## src/rtl/conv3d_pkg.sv

```systemverilog
// Shared constants for the conv3d feed master: accelerator register map,
// default job sizes and the controller state encoding.
package conv3d_pkg;

  localparam int CONV_N_WEIGHT = 25;
  localparam int CONV_N_IMG    = 144;

  localparam logic [31:0] DEV_ADDR_WEIGHT = 32'hC440_0000;
  localparam logic [31:0] DEV_ADDR_IMAGE  = 32'hC440_0004;
  localparam logic [31:0] DEV_ADDR_INDEX  = 32'hC440_0008;
  localparam logic [31:0] DEV_ADDR_RESULT = 32'hC440_000C;

  typedef enum logic [2:0] {
    IDLE,
    MRD_W,
    DWR_W,
    MRD_I,
    DWR_I,
    DWR_IDX,
    DRD_RES,
    DONE
  } state_t;

  function automatic logic is_dev_state(state_t s);
    return (s == DWR_W) || (s == DWR_I) || (s == DWR_IDX) || (s == DRD_RES);
  endfunction

endpackage

```

## src/rtl/bus_wait_timer.sv

```systemverilog
// Counts consecutive cycles a device request waits for ready and flags
// expiry on the TIMEOUT-th waiting cycle so the master can abandon it.
module bus_wait_timer #(
  parameter int TIMEOUT = 1024
) (
  input  logic clk_i,
  input  logic rst_i,
  input  logic en_i,
  input  logic ready_i,
  output logic expired_o
);

  localparam int CW = $clog2(TIMEOUT + 1);

  logic [CW-1:0] cnt_q, cnt_d;
  logic          waiting;

  assign waiting   = en_i && !ready_i;
  assign expired_o = waiting && (cnt_q == CW'(TIMEOUT - 1));

  always_comb begin
    cnt_d = '0;
    if (waiting) cnt_d = cnt_q + CW'(1);
  end

  always_ff @(posedge clk_i or posedge rst_i) begin
    if (rst_i) cnt_q <= '0;
    else       cnt_q <= cnt_d;
  end

endmodule

```

## src/rtl/conv3d_feed_master.sv

```systemverilog
// Streams kernel weights and image words from memory into the conv
// accelerator, writes the window index and reads back the result.
module conv3d_feed_master
  import conv3d_pkg::*;
#(
  parameter int XLEN     = 32,
  parameter int N_WEIGHT = CONV_N_WEIGHT,
  parameter int N_IMG    = CONV_N_IMG,
  parameter int TIMEOUT  = 1024
) (
  input  logic            clk_i,
  input  logic            rst_i,
  input  logic            start_i,
  input  logic            reload_i,
  input  logic [XLEN-1:0] w_base_i,
  input  logic [XLEN-1:0] img_base_i,
  input  logic [XLEN-1:0] index_i,
  output logic            mem_req_o,
  output logic [XLEN-1:0] mem_addr_o,
  input  logic            mem_ack_i,
  input  logic [XLEN-1:0] mem_rdata_i,
  output logic            en_o,
  output logic            we_o,
  output logic [XLEN-1:0] addr_o,
  output logic [XLEN-1:0] data_o,
  input  logic            ready_i,
  input  logic [XLEN-1:0] data_i,
  output logic            busy_o,
  output logic            done_o,
  output logic            error_o,
  output logic [XLEN-1:0] result_o
);

  state_t          state_q, state_d;
  logic [7:0]      cnt_q, cnt_d, cnt_inc;
  logic [XLEN-1:0] w_base_q, w_base_d, img_base_q, img_base_d;
  logic [XLEN-1:0] index_q, index_d, word_q, word_d;
  logic            mem_req_q, mem_req_d;
  logic [XLEN-1:0] mem_addr_q, mem_addr_d;
  logic            en_q, en_d, we_q, we_d;
  logic [XLEN-1:0] addr_q, addr_d, data_q, data_d;
  logic            done_q, done_d, error_q, error_d;
  logic [XLEN-1:0] result_q, result_d;
  logic            tmo;

  bus_wait_timer #(.TIMEOUT(TIMEOUT)) u_wait (
    .clk_i    (clk_i),
    .rst_i    (rst_i),
    .en_i     (en_q),
    .ready_i  (ready_i),
    .expired_o(tmo)
  );

  assign cnt_inc = cnt_q + 8'd1;

  always_comb begin
    state_d    = state_q;
    cnt_d      = cnt_q;
    w_base_d   = w_base_q;
    img_base_d = img_base_q;
    index_d    = index_q;
    word_d     = word_q;
    mem_req_d  = mem_req_q;
    mem_addr_d = mem_addr_q;
    en_d       = en_q;
    we_d       = we_q;
    addr_d     = addr_q;
    data_d     = data_q;
    done_d     = 1'b0;
    error_d    = error_q;
    result_d   = result_q;

    case (state_q)
      IDLE: begin
        if (start_i) begin
          w_base_d   = w_base_i;
          img_base_d = img_base_i;
          index_d    = index_i;
          error_d    = 1'b0;
          cnt_d      = '0;
          if (reload_i) begin
            state_d    = MRD_W;
            mem_req_d  = 1'b1;
            mem_addr_d = w_base_i;
          end else begin
            state_d = DWR_IDX;
          end
        end
      end
      MRD_W, MRD_I: begin
        if (mem_req_q && mem_ack_i) begin
          mem_req_d = 1'b0;
          word_d    = mem_rdata_i;
          state_d   = (state_q == MRD_W) ? DWR_W : DWR_I;
        end
      end
      DONE: state_d = IDLE;
      default: begin
        // Every device state enters with en low, giving the mandatory idle
        // cycle between back-to-back device transactions.
        if (!en_q) begin
          en_d = 1'b1;
          we_d = (state_q != DRD_RES);
          unique case (state_q)
            DWR_W:   begin addr_d = XLEN'(DEV_ADDR_WEIGHT); data_d = word_q;  end
            DWR_I:   begin addr_d = XLEN'(DEV_ADDR_IMAGE);  data_d = word_q;  end
            DWR_IDX: begin addr_d = XLEN'(DEV_ADDR_INDEX);  data_d = index_q; end
            default: begin addr_d = XLEN'(DEV_ADDR_RESULT); data_d = '0;      end
          endcase
        end else if (tmo) begin
          en_d    = 1'b0;
          error_d = 1'b1;
          state_d = IDLE;
        end else if (ready_i) begin
          en_d = 1'b0;
          unique case (state_q)
            DWR_W: begin
              mem_req_d = 1'b1;
              if (cnt_inc == 8'(N_WEIGHT)) begin
                cnt_d      = '0;
                state_d    = MRD_I;
                mem_addr_d = img_base_q;
              end else begin
                cnt_d      = cnt_inc;
                state_d    = MRD_W;
                mem_addr_d = w_base_q + XLEN'({cnt_inc, 2'b00});
              end
            end
            DWR_I: begin
              if (cnt_inc == 8'(N_IMG)) begin
                cnt_d   = '0;
                state_d = DWR_IDX;
              end else begin
                cnt_d      = cnt_inc;
                state_d    = MRD_I;
                mem_req_d  = 1'b1;
                mem_addr_d = img_base_q + XLEN'({cnt_inc, 2'b00});
              end
            end
            DWR_IDX: state_d = DRD_RES;
            default: begin
              result_d = data_i;
              done_d   = 1'b1;
              state_d  = DONE;
            end
          endcase
        end
      end
    endcase
  end

  always_ff @(posedge clk_i or posedge rst_i) begin
    if (rst_i) begin
      state_q    <= IDLE;
      cnt_q      <= '0;
      w_base_q   <= '0;
      img_base_q <= '0;
      index_q    <= '0;
      word_q     <= '0;
      mem_req_q  <= 1'b0;
      mem_addr_q <= '0;
      en_q       <= 1'b0;
      we_q       <= 1'b0;
      addr_q     <= '0;
      data_q     <= '0;
      done_q     <= 1'b0;
      error_q    <= 1'b0;
      result_q   <= '0;
    end else begin
      state_q    <= state_d;
      cnt_q      <= cnt_d;
      w_base_q   <= w_base_d;
      img_base_q <= img_base_d;
      index_q    <= index_d;
      word_q     <= word_d;
      mem_req_q  <= mem_req_d;
      mem_addr_q <= mem_addr_d;
      en_q       <= en_d;
      we_q       <= we_d;
      addr_q     <= addr_d;
      data_q     <= data_d;
      done_q     <= done_d;
      error_q    <= error_d;
      result_q   <= result_d;
    end
  end

  assign mem_req_o  = mem_req_q;
  assign mem_addr_o = mem_addr_q;
  assign en_o       = en_q;
  assign we_o       = we_q;
  assign addr_o     = addr_q;
  assign data_o     = data_q;
  assign busy_o     = (state_q != IDLE);
  assign done_o     = done_q;
  assign error_o    = error_q;
  assign result_o   = result_q;

endmodule

```

## config.mk

```make
export PLATFORM = sky130hd
export DESIGN_NAME = conv3d_feed_master
export DESIGN_NICKNAME = d
export VERILOG_FILES = /design/src/rtl/conv3d_pkg.sv /design/src/rtl/bus_wait_timer.sv /design/src/rtl/conv3d_feed_master.sv
export SDC_FILE = /design/constraint.sdc
export NUM_CORES = 1
export LEC_CHECK = 0
export ABC_AREA = 1
export ABC_CLOCK_PERIOD_IN_PS = 21100
export CORE_MARGIN = 2
export CORE_UTILIZATION = 30
export CTS_BUF_LIST = sky130_fd_sc_hd__clkbuf_4 sky130_fd_sc_hd__clkbuf_8 sky130_fd_sc_hd__clkbuf_16
export CTS_CLUSTER_DIAMETER = 100
export DETAILED_ROUTE_END_ITERATION = 8
export HOLD_SLACK_MARGIN = 0.06
export PLACE_DENSITY = 0.62
export RECOVER_POWER = 50
export SETUP_SLACK_MARGIN = 0.5
export SLEW_MARGIN = 20
export SYNTH_ARGS = -nofsm -noshare
export SYNTH_HDL_FRONTEND = slang
export SYNTH_SLANG_ARGS = --single-unit
```

## constraint.sdc

```tcl
create_clock -name clk_i -period 21.1 [get_ports clk_i]
set_input_delay 6.33 -clock clk_i [delete_from_list [all_inputs] [get_ports clk_i]]
set_output_delay 6.33 -clock clk_i [all_outputs]
set_load 0.005 [all_outputs]
```

==> flow_metrics.tcl <==
set metrics [dict create \
    avgSynthCellArea_sq_um 7.46 \
    use_met3 0.0524 \
    initial_core_util 0.302 \
    reg2reg_depth 6 \
    ant_nets 0 \
    violations "capacitance limit, slew limit" \
    synth_seq_area_share 0.466 \
    final_nets 2261 \
    synth.distinct_cells 42 \
    numCtsBuffers 30 \
    fin_setup_tns_ps 0 \
    netlist.area_leader.share 0.466 \
    port_buffers 273 \
    cts_root_buf "clkbuf_16" \
    grt_pass1_vias 12789 \
    leakage_nw 8.98 \
    pwr-share-seq 0.448 \
    vias_per_cell 4.81 \
    ys_async_sr_fraction 1.00 \
    synth_top_flop_cell "dfrtp_1" \
    firstDrtPassIters 5 \
    grt-ovfl-total 0 \
    setup_viol 0 \
    layout-drive-gt1-share 0.0529 \
    diodes 0 \
    gp_congestion 0.949 \
    finClkSkew_ps 42.3 \
    cap_viol_max_count 5 \
    die_area_sq_mm 0.0472 \
    combPwrFrac 0.090 \
    intPower_mw 0.859 \
    critPathLaunchType "primary input" \
    wl_per_cell_microns 16.7 \
    required_ps 21710 \
    r2r_slack_ps 15520 \
    power_frac_clock 0.462 \
    cts_resized 0 \
    postLayoutCellArea_sq_mm 0.0178 \
    fmax_mhz 92.4 \
    boundaryPins 300 \
    synthTopCellsByArea "dfrtp_1 (47%), nand2_1 (21%), nand3_1 (4.7%)" \
    slew_viol_final 349 \
    slew_headroom -3.00 \
    layout_setup_ws_ps 10280 \
    vdd_drop_max_mv 0.0535 \
    synth_seq_cells 254 \
    cts_sinks 254 \
    synth-edff-count 0 \
    clk_path_buf_depth 3 \
    r2r_end "w_base_q[30]$_DFFE_PP0P_" \
    rsz0062_at_grt "no" \
    htreeDepth 1 \
    hp-start "result_o[17]$_DFFE_PP0P_" \
    syn_to_final_growth_pct 30.4 \
    grt_use_total 0.189 \
    rows 78 \
    synth_top_area_cell "dfrtp_1" \
    ys_warn_count 0 \
    max_stage_delay_ps 3300 \
    period_needed_ps 10820 \
    dp_hpwl_mm 33.1 \
    dpl_worst_slack_ps 12300 \
    p_per_area_mw_per_mm2 64.6 \
    p_sw_frac 0.253 \
    place_area_sq_mm 0.0168 \
    cp_max_fo 134 \
    antenna_found_initial 3 \
    grt_start_max_net_pins 135 \
    fp.dieW_microns 217 \
    cts_tree "built" \
    grt-busiest-layer "met2" \
    num_vias 12974 \
    end_kind "asynchronous set/reset pin" \
    use_met2 0.305 \
    die_h_microns 217 \
    holdPathStages 2 \
    drc 0 \
    clock_latency_ps 600 \
    synth_area_sq_mm 0.0136 \
    outcome "finished with violations" \
    period_share 0.513 \
    hold_class "flop to flop" \
    cp.arrival_ps 11430 \
    drt-initial-drc-count 943 \
    critPathKind "primary input to asynchronous set/reset pin" \
    worstPathCellList "dlygate4sd3_1 -> clkinvlp_2 -> buf_4" \
    core_sq_mm 0.0452 \
    worstMarginPinSlew_ps 5970 \
    hold_end "result_o[17]$_DFFE_PP0P_" \
    wl_mm 45.1 \
    grt_pass1_wl_mm 70.8 \
    slowest_stage "clkinvlp_2" \
    finalHoldViolCount 0 \
    clkTransAtPathRegs_ps 60 \
    use_met1 0.248 \
    cts_setup_buffers 0 \
    switching_power_mw 0.290 \
    timing.rr.start "state_q[2]$_DFFE_PP0P_" \
    hold_buffers 0 \
    netlist_instances 1829 \
]
power by group through the flow:
| stage | combinational [mW] | sequential [mW] | clock (mW) |
|---|---|---|---|
| floorplan | 0.0499 | 0.518 | 0 |
| global placement | 0.104 | 0.523 | 0 |
| detailed placement | 0.105 | 0.523 | 0 |
| CTS | 0.105 | 0.514 | 0.547 |
| global route | 0.115 | 0.516 | 0.565 |
| finish | 0.103 | 0.515 | 0.532 |
area by class of cell:
type,instances,area (sq um)
multi-input cells,1362,6320
well taps,600,751
clock buffers,37,841
repair buffers,282,2790
inverters,144,543
flip-flops and latches,254,6360
clock inverters,18,188
fillers,4677,27400
kinds of logic after synthesis:
| group | share of synthesized area |
|---|---|
| simple gates | 0.327 |
| flops | 0.466 |
| buf+inv | 0.0775 |
| compound gates | 0.0741 |
| mux | 0.0264 |
| fa+ha+maj | 0.0204 |
| xor+xnor | 0.00834 |
| other cells | 0.000275 |
metrics by stage:
stage / hold slack (ps) / std cells / util / power (mW)
6_report: 465 / 2697 / 0.394 / 1.15
5_1_grt: 484 / 2697 / 0.394 / 1.20
4_1_cts: 470 / 2697 / 0.395 / 1.17
3_5_place_dp: 460 / 2642 / 0.372 / 0.627
3_3_place_gp: 448 / 2642 / 0.372 / 0.627
2_1_floorplan: 432 / 1854 / - / 0.568
cells in the mapped netlist (all sizes together) (2+ instances only):
master	instances
fa	2
dfrtp	254
buf	52
inv	140
a22oi	32
a21oi	31
clkinv	4
nand2	768
mux2	32
nand3b	16
nor2	130
o21ai	111
nand4	21
xor2	13
ha	19
nand3	130
or2	3
nor3	15
and2	3
clkbuf	42
o21bai	2
layout by cell type (no fill, tap or decap), types with 2 or more instances in the layout:
cell,instances
nand3b_1,16
inv_2,3
clkinvlp_2,2
dlygate4sd3_1,72
conb_1,26
clkbuf_8,6
xor2_1,13
clkinv_2,8
bufinv_16,2
nor2_1,127
o21bai_1,2
a21oi_1,31
ha_1,19
clkinv_4,2
clkinvlp_4,3
nor2_4,2
nand3_1,128
nor3_1,15
nand2_1,766
clkbuf_16,30
clkdlybuf4s50_1,201
inv_6,2
dfrtp_1,254
a22oi_1,32
nand4_1,20
and2_1,3
clkbuf_1,2
mux2_2,32
o21ai_1,3
inv_1,136
o21ai_0,108
buf_4,7
fa_1,2
or2_2,3
clkinv_1,3
routing by layer:
layer | wire length, microns | part of all wire
met5 | 34 | 0.00075
met3 | 4060 | 0.090
met2 | 20500 | 0.45
met4 | 1180 | 0.026
met1 | 19300 | 0.43
worst max path at each step:
| stage | start | to | slack, ps | cells past startpoint |
|---|---|---|---|---|
| 2_1_floorplan | rst_i | addr_o[2]$_DFFE_PP0P_ | 7780 | 1 |
| 3_3_place_gp | start_i | mem_addr_o[30]$_DFFE_PP0P_ | 12340 | 11 |
| 6_report | rst_i | data_o[21]$_DFFE_PP0P_ | 10280 | 3 |
| 4_1_cts | state_q[2]$_DFFE_PP0P_ | busy_o | 12190 | 3 |
| 5_1_grt | rst_i | index_q[14]$_DFFE_PP0P_ | 9230 | 3 |
| 3_5_place_dp | start_i | mem_addr_o[14]$_DFFE_PP0P_ | 12300 | 11 |
critical path, delay by kind of cell:
kind	cells	cell delay, ps
buf+inv	3	4930
flip-flops by register name, summed over array words and instances, names as in the netlist, 3 cells and up:
signal / count
cnt_q: 8
data_o: 32
img_base_q: 32
w_base_q: 32
result_o: 32
u_wait.cnt_q: 11
word_q: 32
state_q: 3
mem_addr_o: 32
addr_o: 3
index_q: 32
Note: power is estimated with default switching activity, not from simulation.
